`config.mk`:
```
export PLATFORM = sky130hd
export DESIGN_NAME = pixel_weight_loader
export DESIGN_NICKNAME = d
export VERILOG_FILES = /design/src/rtl/pixel_weight_loader.sv
export SDC_FILE = /design/constraint.sdc
export NUM_CORES = 1
export LEC_CHECK = 0
export ABC_AREA = 1
export BUFFER_PORTS_ARGS = -buffer_cell sky130_fd_sc_hd__clkbuf_2
export CORE_AREA = 2 2 339 341
export DETAILED_ROUTE_END_ITERATION = 10
export DIE_AREA = 0 0 341 343
export GPL_TIMING_DRIVEN = 0
export PLACE_DENSITY = 0.49
export SKIP_LAST_GASP = 1
export SYNTH_ARGS = -nofsm -noshare
export SYNTH_HDL_FRONTEND = slang
export SYNTH_SLANG_ARGS = --single-unit
```
`constraint.sdc`:
```
create_clock -name clk -period 2.8 [get_ports clk]
set_input_delay 0.14 -clock clk [delete_from_list [all_inputs] [get_ports clk]]
set_output_delay 0.14 -clock clk [all_outputs]
set_load 0.02 [all_outputs]
```
`src/rtl/pixel_weight_loader.sv`:
```
// pixel_weight_loader
// Byte-serial loader for the binarized 28x28 image and the 3x3x8 first-layer
// binary weights. Bytes arrive over a valid/ready handshake while the
// top-level state is s_LOAD and are packed LSB first into pixels[] and then
// weights[]. load_done is held until the top level returns to s_IDLE.
//
// Optional feature: define LOADER_CHECKSUM_EN to expect one extra byte after
// the weights. That byte is compared against the running XOR of all data
// bytes, and load_err reports a mismatch. Without the macro load_err is
// tied low.

module pixel_weight_loader #(
  parameter int N_PIX_BYTES = 98,
  parameter int N_WGT_BYTES = 9
) (
  input  logic                       clk,
  input  logic                       rst_n,
  input  logic [2:0]                 state,
  input  logic [7:0]                 data_in,
  input  logic                       data_valid,
  output logic                       data_ready,
  output logic [8*N_PIX_BYTES-1:0]   pixels,
  output logic [8*N_WGT_BYTES-1:0]   weights,
  output logic                       load_done,
  output logic                       load_err
);

  localparam logic [2:0] S_IDLE = 3'b000;
  localparam logic [2:0] S_LOAD = 3'b001;

  localparam int PIX_AW = $clog2(8 * N_PIX_BYTES);
  localparam int WGT_AW = $clog2(8 * N_WGT_BYTES);

  // Index of the last pixel byte and of the last weight byte in the frame.
  localparam logic [6:0] C_PIX_BYTES = 7'(N_PIX_BYTES);
  localparam logic [6:0] C_LAST_PIX  = 7'(N_PIX_BYTES - 1);
  localparam logic [6:0] C_LAST_WGT  = 7'(N_PIX_BYTES + N_WGT_BYTES - 1);

`ifdef LOADER_CHECKSUM_EN
  typedef enum logic [2:0] {
    L_IDLE = 3'd0,
    L_PIX  = 3'd1,
    L_WGT  = 3'd2,
    L_CHK  = 3'd3,
    L_DONE = 3'd4
  } lstate_t;
`else
  typedef enum logic [2:0] {
    L_IDLE = 3'd0,
    L_PIX  = 3'd1,
    L_WGT  = 3'd2,
    L_DONE = 3'd4
  } lstate_t;
`endif

  lstate_t                   r_lstate;
  lstate_t                   w_lstate_next;
  logic [6:0]                r_cnt;
  logic [8*N_PIX_BYTES-1:0]  r_pixels;
  logic [8*N_WGT_BYTES-1:0]  r_weights;

  logic                      w_in_load;
  logic                      w_ready;
  logic                      w_accept;
  logic                      w_start;
  logic [PIX_AW-1:0]         w_pix_base;
  logic [WGT_AW-1:0]         w_wgt_base;

  assign w_in_load = (state == S_LOAD);

  // Ready depends on the registered loader state, so it first rises one
  // cycle after the top level enters s_LOAD. It also drops as soon as the
  // top level leaves s_LOAD, so a byte is never taken during an abort.
  always_comb begin
    w_ready = 1'b0;
    if (w_in_load) begin
      case (r_lstate)
        L_PIX, L_WGT: w_ready = 1'b1;
`ifdef LOADER_CHECKSUM_EN
        L_CHK:        w_ready = 1'b1;
`endif
        default:      w_ready = 1'b0;
      endcase
    end
  end

  assign w_accept = data_valid && w_ready;
  assign w_start  = (r_lstate == L_IDLE) && w_in_load;

  // Byte k lands at bit 8k of pixels. Weight byte k lands at bit 8(k-98) of
  // weights. Both bases are byte counts scaled by eight.
  assign w_pix_base = PIX_AW'({r_cnt, 3'b000});
  assign w_wgt_base = WGT_AW'({r_cnt - C_PIX_BYTES, 3'b000});

  // Next-state logic. Leaving s_LOAD mid-frame abandons the frame. The final
  // accept completes even if state changes on that same edge, because it is
  // qualified by the state sampled at that edge.
  always_comb begin
    // NOTE: assign a default before the case so every path drives the
    // variable; a path that leaves it unassigned would infer a latch.
    w_lstate_next = r_lstate;
    case (r_lstate)
      L_IDLE: if (w_in_load) w_lstate_next = L_PIX;
      L_PIX: begin
        if (!w_in_load)                             w_lstate_next = L_IDLE;
        else if (w_accept && r_cnt == C_LAST_PIX)   w_lstate_next = L_WGT;
      end
      L_WGT: begin
        if (!w_in_load) begin
          w_lstate_next = L_IDLE;
        end else if (w_accept && r_cnt == C_LAST_WGT) begin
`ifdef LOADER_CHECKSUM_EN
          w_lstate_next = L_CHK;
`else
          w_lstate_next = L_DONE;
`endif
        end
      end
`ifdef LOADER_CHECKSUM_EN
      L_CHK: begin
        if (!w_in_load)    w_lstate_next = L_IDLE;
        else if (w_accept) w_lstate_next = L_DONE;
      end
`endif
      L_DONE: if (state == S_IDLE) w_lstate_next = L_IDLE;
      default: w_lstate_next = L_IDLE;
    endcase
  end

  // Loader state register.
  always_ff @(posedge clk or negedge rst_n) begin
    // NOTE: sequential state uses non-blocking assignments so that every
    // flop samples values from before the edge, whatever the block order.
    if (!rst_n) r_lstate <= L_IDLE;
    else        r_lstate <= w_lstate_next;
  end

  // Byte counter. It restarts at 0 on every new load, including after an
  // abort, and advances by one per accepted byte.
  always_ff @(posedge clk or negedge rst_n) begin
    if (!rst_n)        r_cnt <= '0;
    else if (w_start)  r_cnt <= '0;
    else if (w_accept) r_cnt <= r_cnt + 7'd1;
  end

  // Image buffer. Only the addressed byte changes on an accept. Contents
  // survive aborts and the return to idle.
  always_ff @(posedge clk or negedge rst_n) begin
    // NOTE: these buffers are ordinary flops, not a RAM. The consumer
    // depends on them reading 0 after reset, so they take the async reset.
    if (!rst_n)
      r_pixels <= '0;
    else if (w_accept && r_lstate == L_PIX)
      r_pixels[w_pix_base +: 8] <= data_in;
  end

  // Weight buffer. It is written the same way as the image buffer.
  always_ff @(posedge clk or negedge rst_n) begin
    if (!rst_n)
      r_weights <= '0;
    else if (w_accept && r_lstate == L_WGT)
      r_weights[w_wgt_base +: 8] <= data_in;
  end

`ifdef LOADER_CHECKSUM_EN
  logic [7:0] r_xor;
  logic       r_err;

  // Running XOR of the pixel and weight bytes of the current frame.
  always_ff @(posedge clk or negedge rst_n) begin
    if (!rst_n)
      r_xor <= '0;
    else if (w_start)
      r_xor <= '0;
    else if (w_accept && (r_lstate == L_PIX || r_lstate == L_WGT))
      r_xor <= r_xor ^ data_in;
  end

  // Checksum verdict. It is latched on the check-byte accept and cleared
  // when the completed frame is released.
  always_ff @(posedge clk or negedge rst_n) begin
    if (!rst_n)
      r_err <= 1'b0;
    else if (w_accept && r_lstate == L_CHK)
      r_err <= (data_in != r_xor);
    else if (r_lstate == L_DONE && state == S_IDLE)
      r_err <= 1'b0;
  end

  assign load_err = r_err;
`else
  assign load_err = 1'b0;
`endif

  assign data_ready = w_ready;
  assign load_done  = (r_lstate == L_DONE);
  assign pixels     = r_pixels;
  assign weights    = r_weights;

endmodule
```
[Yosys cells after proc, flatten, opt, wreduce, memory -nomap -nowiden]
Cells that the tools add are included.
W data, S select, Z words.
Word-level totals
  register bits: 866
  latch bits: 0
  memory bits (writable): 0
  memory bits (read-only): 0
  input bits: 14
  output and inout bits: 859
  word-level logic and storage cells: 46
  memories: 0
Cells by class
  $add $sub $neg: 4
  multipliers: 0
  divide/modulo/power cells: 0
  order comparisons: 0
  eq/ne operators: 10
  shift operators: 4
  muxes and demuxes: 13
  bitwise gates (word level): 0
  reduce and logical (&&, ||, !) cells: 11
Operators with widths (count)
  $bwmux W784: 1
  $shift A8 B12 Y784 const A: 1
  $shiftx A8 B12 Y784: 1
  $bwmux W72: 1
  $shift A8 B9 Y72 const A: 1
  $shiftx A8 B9 Y72: 1
  $mux W3: 6
  $eq A7 B7 Y1 const B: 2
  $mux W7: 2
  $neg A10 Y12: 1
  $pmux W3 S4: 1
  $neg A7 Y9: 1
  $add A7 B1 Y7 const B: 1
  $eq A3 B1 Y1 const B: 2
  $logic_and A1 B1 Y1: 6
  $logic_not A3 Y1: 2
  $ne A3 B3 Y1 const B: 2
  $reduce_and A4 Y1: 1
  $sub A4 B2 Y4 const B: 1
  $eq A3 B2 Y1 const B: 1
  $eq A3 B3 Y1 const B: 1
  $mux W1: 2
  $ne A2 B1 Y1 const B: 1
  $ne A2 B2 Y1 const B: 1
  other kinds (2): 2

[Longest topological paths before layout]
  depth after elaboration: 9
  gate-level depth with buffers: 18
  depth with buffers taken out: 14

[Worst setup path before layout]
Ideal clock, no wire load.
  kind: register -> register
  start point: register r_cnt[0]
  end point: register r_pixels[488] (netlist: pixels[488])
  arrival: 2.399 ns
  required time: 2.682 ns
  slack: 0.283 ns
  stages on the path, launching flop included: 16
  path buffers: 5
  cell sequence: dfrtp_1 -> buf_2 -> inv_2 -> buf_4 -> ha_1 -> buf_2 -> inv_1 -> nand2_1 -> nand2_1 -> buf_2 -> buf_4 -> nand3_1 -> nor3_4 -> nand3_1 -> nand2_1 -> nand2_1
Between the ends
  longest elaborated chain between the ends: 3
  elaborated cells on any way between the ends: 4
RTL lines
  start: declaration: line 58  | logic [6:0] r_cnt;
  start signal: assignment: line 143  | else if (w_accept) r_cnt <= r_cnt + 7'd1;
  $neg A10 Y12 (*): line 154  | r_pixels[w_pix_base +: 8] <= data_in;
  $shiftx A8 B12 Y784 / $shift A8 B12 Y784 (equally long branches): line 154
  $bwmux W784 (*): line 154
  end signal: indexed assignment: line 154
  end: declaration: line 59  | logic [8*N_PIX_BYTES-1:0] r_pixels;
Mark *: on every way between the ends. The rest lies on a longest branch, timed or not.
A chain may end at the register's enable or synchronous reset.

[Worst setup path after layout]
  start point: register r_cnt[0]
  end point: register r_pixels[619] (netlist: pixels[619])
The elaborated chain is that of the path after synthesis.

==> key figures <==
Run status
  • Status: complete, no violations

Synthesis
  • Cell count after synthesis: between 4000 and 5000
  • Fraction of synthesized area in multiplexers: 0
  • Simple-Gate Fraction of Synth Area: 0.320
  • Area contributors post-synth: dfrtp_1 58%, nand2_1 22%, inv_1 3.4%, nor2_1 3.1%, nand4_1 2.8%
  • Post-synth EDFFs: 0
  • Post-synthesis compound-gate area fraction: 0.0358
  • Synth Flop Type: dfrtp_1
  • Area share of the largest cell type after synthesis: 0.582
  • Leading area contributor after synthesis: dfrtp_1
  • Seq/Total Area, Yosys: 0.582
  • FF+latch count, synth: 866
  • Netlist cell types: 36
  • Synth Area in Adders: 0.00302
  • Mean Syn Cell Area: 8.11 sq um
  • Synth async-reset ratio: 1.00
  • Mapped cell area: 37200 sq um
  • Main combinational cell family by area after synthesis: simple AND/OR/NAND/NOR gates
  • Xor-xnor portion of the synthesized cell area: 0.000705
  • Syn_nets: roughly 4600
  • Yosys synthesis warning count: 0

GRT
  • Number of global-route vias before repair: around 34000
  • First-pass GRT wire length: 252000 um
  • Gr usage total: 0.301
  • Largest net degree at the start of global routing: around 110
  • Grt ovf: 0
  • Initial antenna violation count: 7

Placement
  • Post-placement cell count: roughly 7000
  • Hpwl dp: around 140000 um
  • Area of placed instances: 43800 sq um
  • Pre-CTS WS: -1.12 ns
  • Gp weighted congestion: 0.873
  • Number of I/O port buffers: 871

Timing
  • Min cycle time layout: 2.77 ns
  • RSZ-0062 raised after global routing: yes
  • Slew headroom: 0.355
  • Worst Tran Pin Value: 0.961 ns
  • # setup viols final: 0
  • Final WS setup: 0.0326 ns
  • Setup_tns: 0 ns
  • Final hold vios: 0
  • Fmax: between 0.3 and 0.4 GHz
  • Final worst path period share: 0.988
  • Max-slew violations: 0
  • Fin Clk Skew: 0.0214 ns

Detailed routing
  • Final wirelength: around 180000 um
  • Detail Route Antenna Nets: 0
  • WL/cell: 25.0 um
  • DR iter-0 viols: between 2000 and 3000
  • DR vias: 35393
  • Iteration count of the initial detailed-routing pass: 6
  • Detailed-route vias per instance: 4.89
  • Residual DRC: 0

Power
  • Clock Power Share: 0.405
  • Sw frac: 0.342
  • Leakage: 27.5 nW
  • Power Density: 685 nW/um^2
  • Reg power frac: 0.365
  • Internal Power: ~23 mW
  • Peak supply drop: ~460 uV
  • Net Switching: between 10 and 15 mW
  • Comb pwr share: 0.230

Clocking
  • Skew-Pair Late Insertion Delay: 0.70 ns
  • # H-tree levels: 3
  • CTS Sinks: 866
  • Longest Clk Path Bufs: 3
  • CTS Root Buffer Type: clkbuf_16
  • Num CTS Buffers: 98
  • CTS tree: built
  • Clk slew on worst S/H paths: 0.06 ns

Setup path
  • Crit Path Category: register to register
  • Critical Path Start Type: register
  • Reg2reg setup slack: 0.03 ns
  • Critical Path RT: 3.44 ns
  • Arr. time, crit path: 3.40 ns
  • R2R cell count: 16
  • Worst reg2reg path endpoint: pixels[619]$_DFFE_PN0P_
  • Reg2reg start: r_cnt[0]$_DFFE_PN0P_
  • Max FO, Critical Path: 12
  • Setup crit end kind: register

Worst hold path
  • Hold worst-path end: r_cnt[1]$_DFFE_PN0P_
  • Worst hold path depth: 4
  • HP Start: state[1]
  • Hold/Removal Path Class: input port to register

Finish
  • Most frequent cells in the layout: 2078 x nand2_1, 898 x clkbuf_2, 864 x dfrtp_1, 319 x inv_1, 197 x o21ai_0
  • Non-Filler Instances: 7239
  • Most common cell after layout, fill and taps aside: nand2_1
  • Layout area overhead: 35.1%
  • Fill cells: roughly 12000
  • Final Util: 0.444
  • Layout cell share with drive strength beyond 1: 0.296
  • Final instance area: 50300 sq um
  • Final net count: 5667

Flow run
  • Number of max-cap violations: 0

Floorplan
  • Std-Cell Rows: 124
  • Die area: 117000 sq um
  • Die width: between 300 and 400 um
  • Number of I/O pins: just under 900
  • Core Region: 113000 sq um
  • Initial core utilization: 0.328
  • Die Ht: 343 um
## worst max path at each step
stage	cells after the start	slack [ns]	startpoint	end
final	16	0.03	r_cnt[0]$_DFFE_PN0P_	pixels[619]$_DFFE_PN0P_
after CTS	15	-0.06	r_cnt[0]$_DFFE_PN0P_	pixels[432]$_DFFE_PN0P_
after global placement	1	-20.94	rst_n	pixels[431]$_DFFE_PN0P_
after floorplan	15	0.28	r_cnt[0]$_DFFE_PN0P_	pixels[488]$_DFFE_PN0P_
after detailed placement	14	-1.12	r_cnt[0]$_DFFE_PN0P_	pixels[757]$_DFFE_PN0P_
after global routing	16	-0.09	r_cnt[0]$_DFFE_PN0P_	pixels[427]$_DFFE_PN0P_
## per-layer routing
metal,vias up,GRT usage,part of all wire
li1,16399,-,-
met1,17339,0.377,0.40
met2,1352,0.501,0.48
met3,299,0.0757,0.079
met4,4,0.116,0.041
met5,-,0,0.00013
## cell families after synthesis
family | Yosys count
simple gates | 2917
flops | 866
buf+inv | 530
compound gates | 266
fa+ha+maj | 9
xor+xnor | 3
other cells | 1
## power by group through the flow
stage          clock, mW  combinational, mW  sequential, mW
2_1_floorplan          0               2.70            12.8
3_3_place_gp           0               5.71            12.8
3_5_place_dp           0               5.77            12.8
4_1_cts             14.2               7.11            12.6
5_1_grt             14.6               8.22            12.6
6_report            13.9               7.94            12.6
## Yosys cell counts (2+ instances only)
cell type	instances
a21oi_1	11
buf_1	16
buf_2	63
buf_4	15
buf_6	5
clkbuf_1	86
dfrtp_1	866
ha_1	9
inv_1	338
inv_2	5
nand2_1	2191
nand2_2	11
nand3_1	101
nand3_2	13
nand3b_2	3
nand4_1	164
nor2_1	312
nor2_2	56
nor2_4	2
nor3_1	53
nor3_2	2
nor3_4	2
o21ai_0	204
o21ai_1	49
or2_2	2
xor2_1	3
## state kept, by name, summed over array words and instances, names as in the netlist
name,count
r_lstate,3
r_cnt,7
weights,72
pixels,784
## cell type report
class,instances,area (sq um),share of cell area
timing repair buffer,961,5450,0.108
inverter,345,1320,0.0262
sequential,866,21700,0.431
clock inverter,40,527,0.0105
clock buffer,142,2940,0.0584
multi-input combinational,3196,15200,0.303
buffer,176,1280,0.0254
tap,1512,1890,0.0376
antenna,1,2.50,0.0000497
## critical path: stages (launching register included)
cell and delay, ns:
dfrtp_1 0.37, buf_6 0.12, inv_2 0.04, buf_6 0.13, ha_1 0.22, buf_6 0.14, inv_1 0.05, nand2_1 0.09
nand2_2 0.16, clkbuf_16 0.19, clkinvlp_4 0.22, buf_8 0.23, nor2_2 0.16, nand3_2 0.19, nor2_1 0.22, nand2_1 0.10
nand2_1 0.07
## metrics by stage
stage                     hold WS (ns)  total power [mW]
after global placement           0.454              18.5
after global routing            0.0212              35.4
final                           0.0107              34.4
after detailed placement         0.225              18.6
after floorplan                 -0.156              15.5
after CTS                      0.00447              33.8
## what timing repair did
item / CTS / global route
gates resized for setup: 457 / 279
cloned: 1 / 3
pin swaps: 25 / 36
hold buffers: 6 / 0
buffers inserted: 38 / 33
endpoints found under the setup margin: 817 / 806
endpoints found under the hold margin: 79 / 0
(Power assumes the default switching activity.)
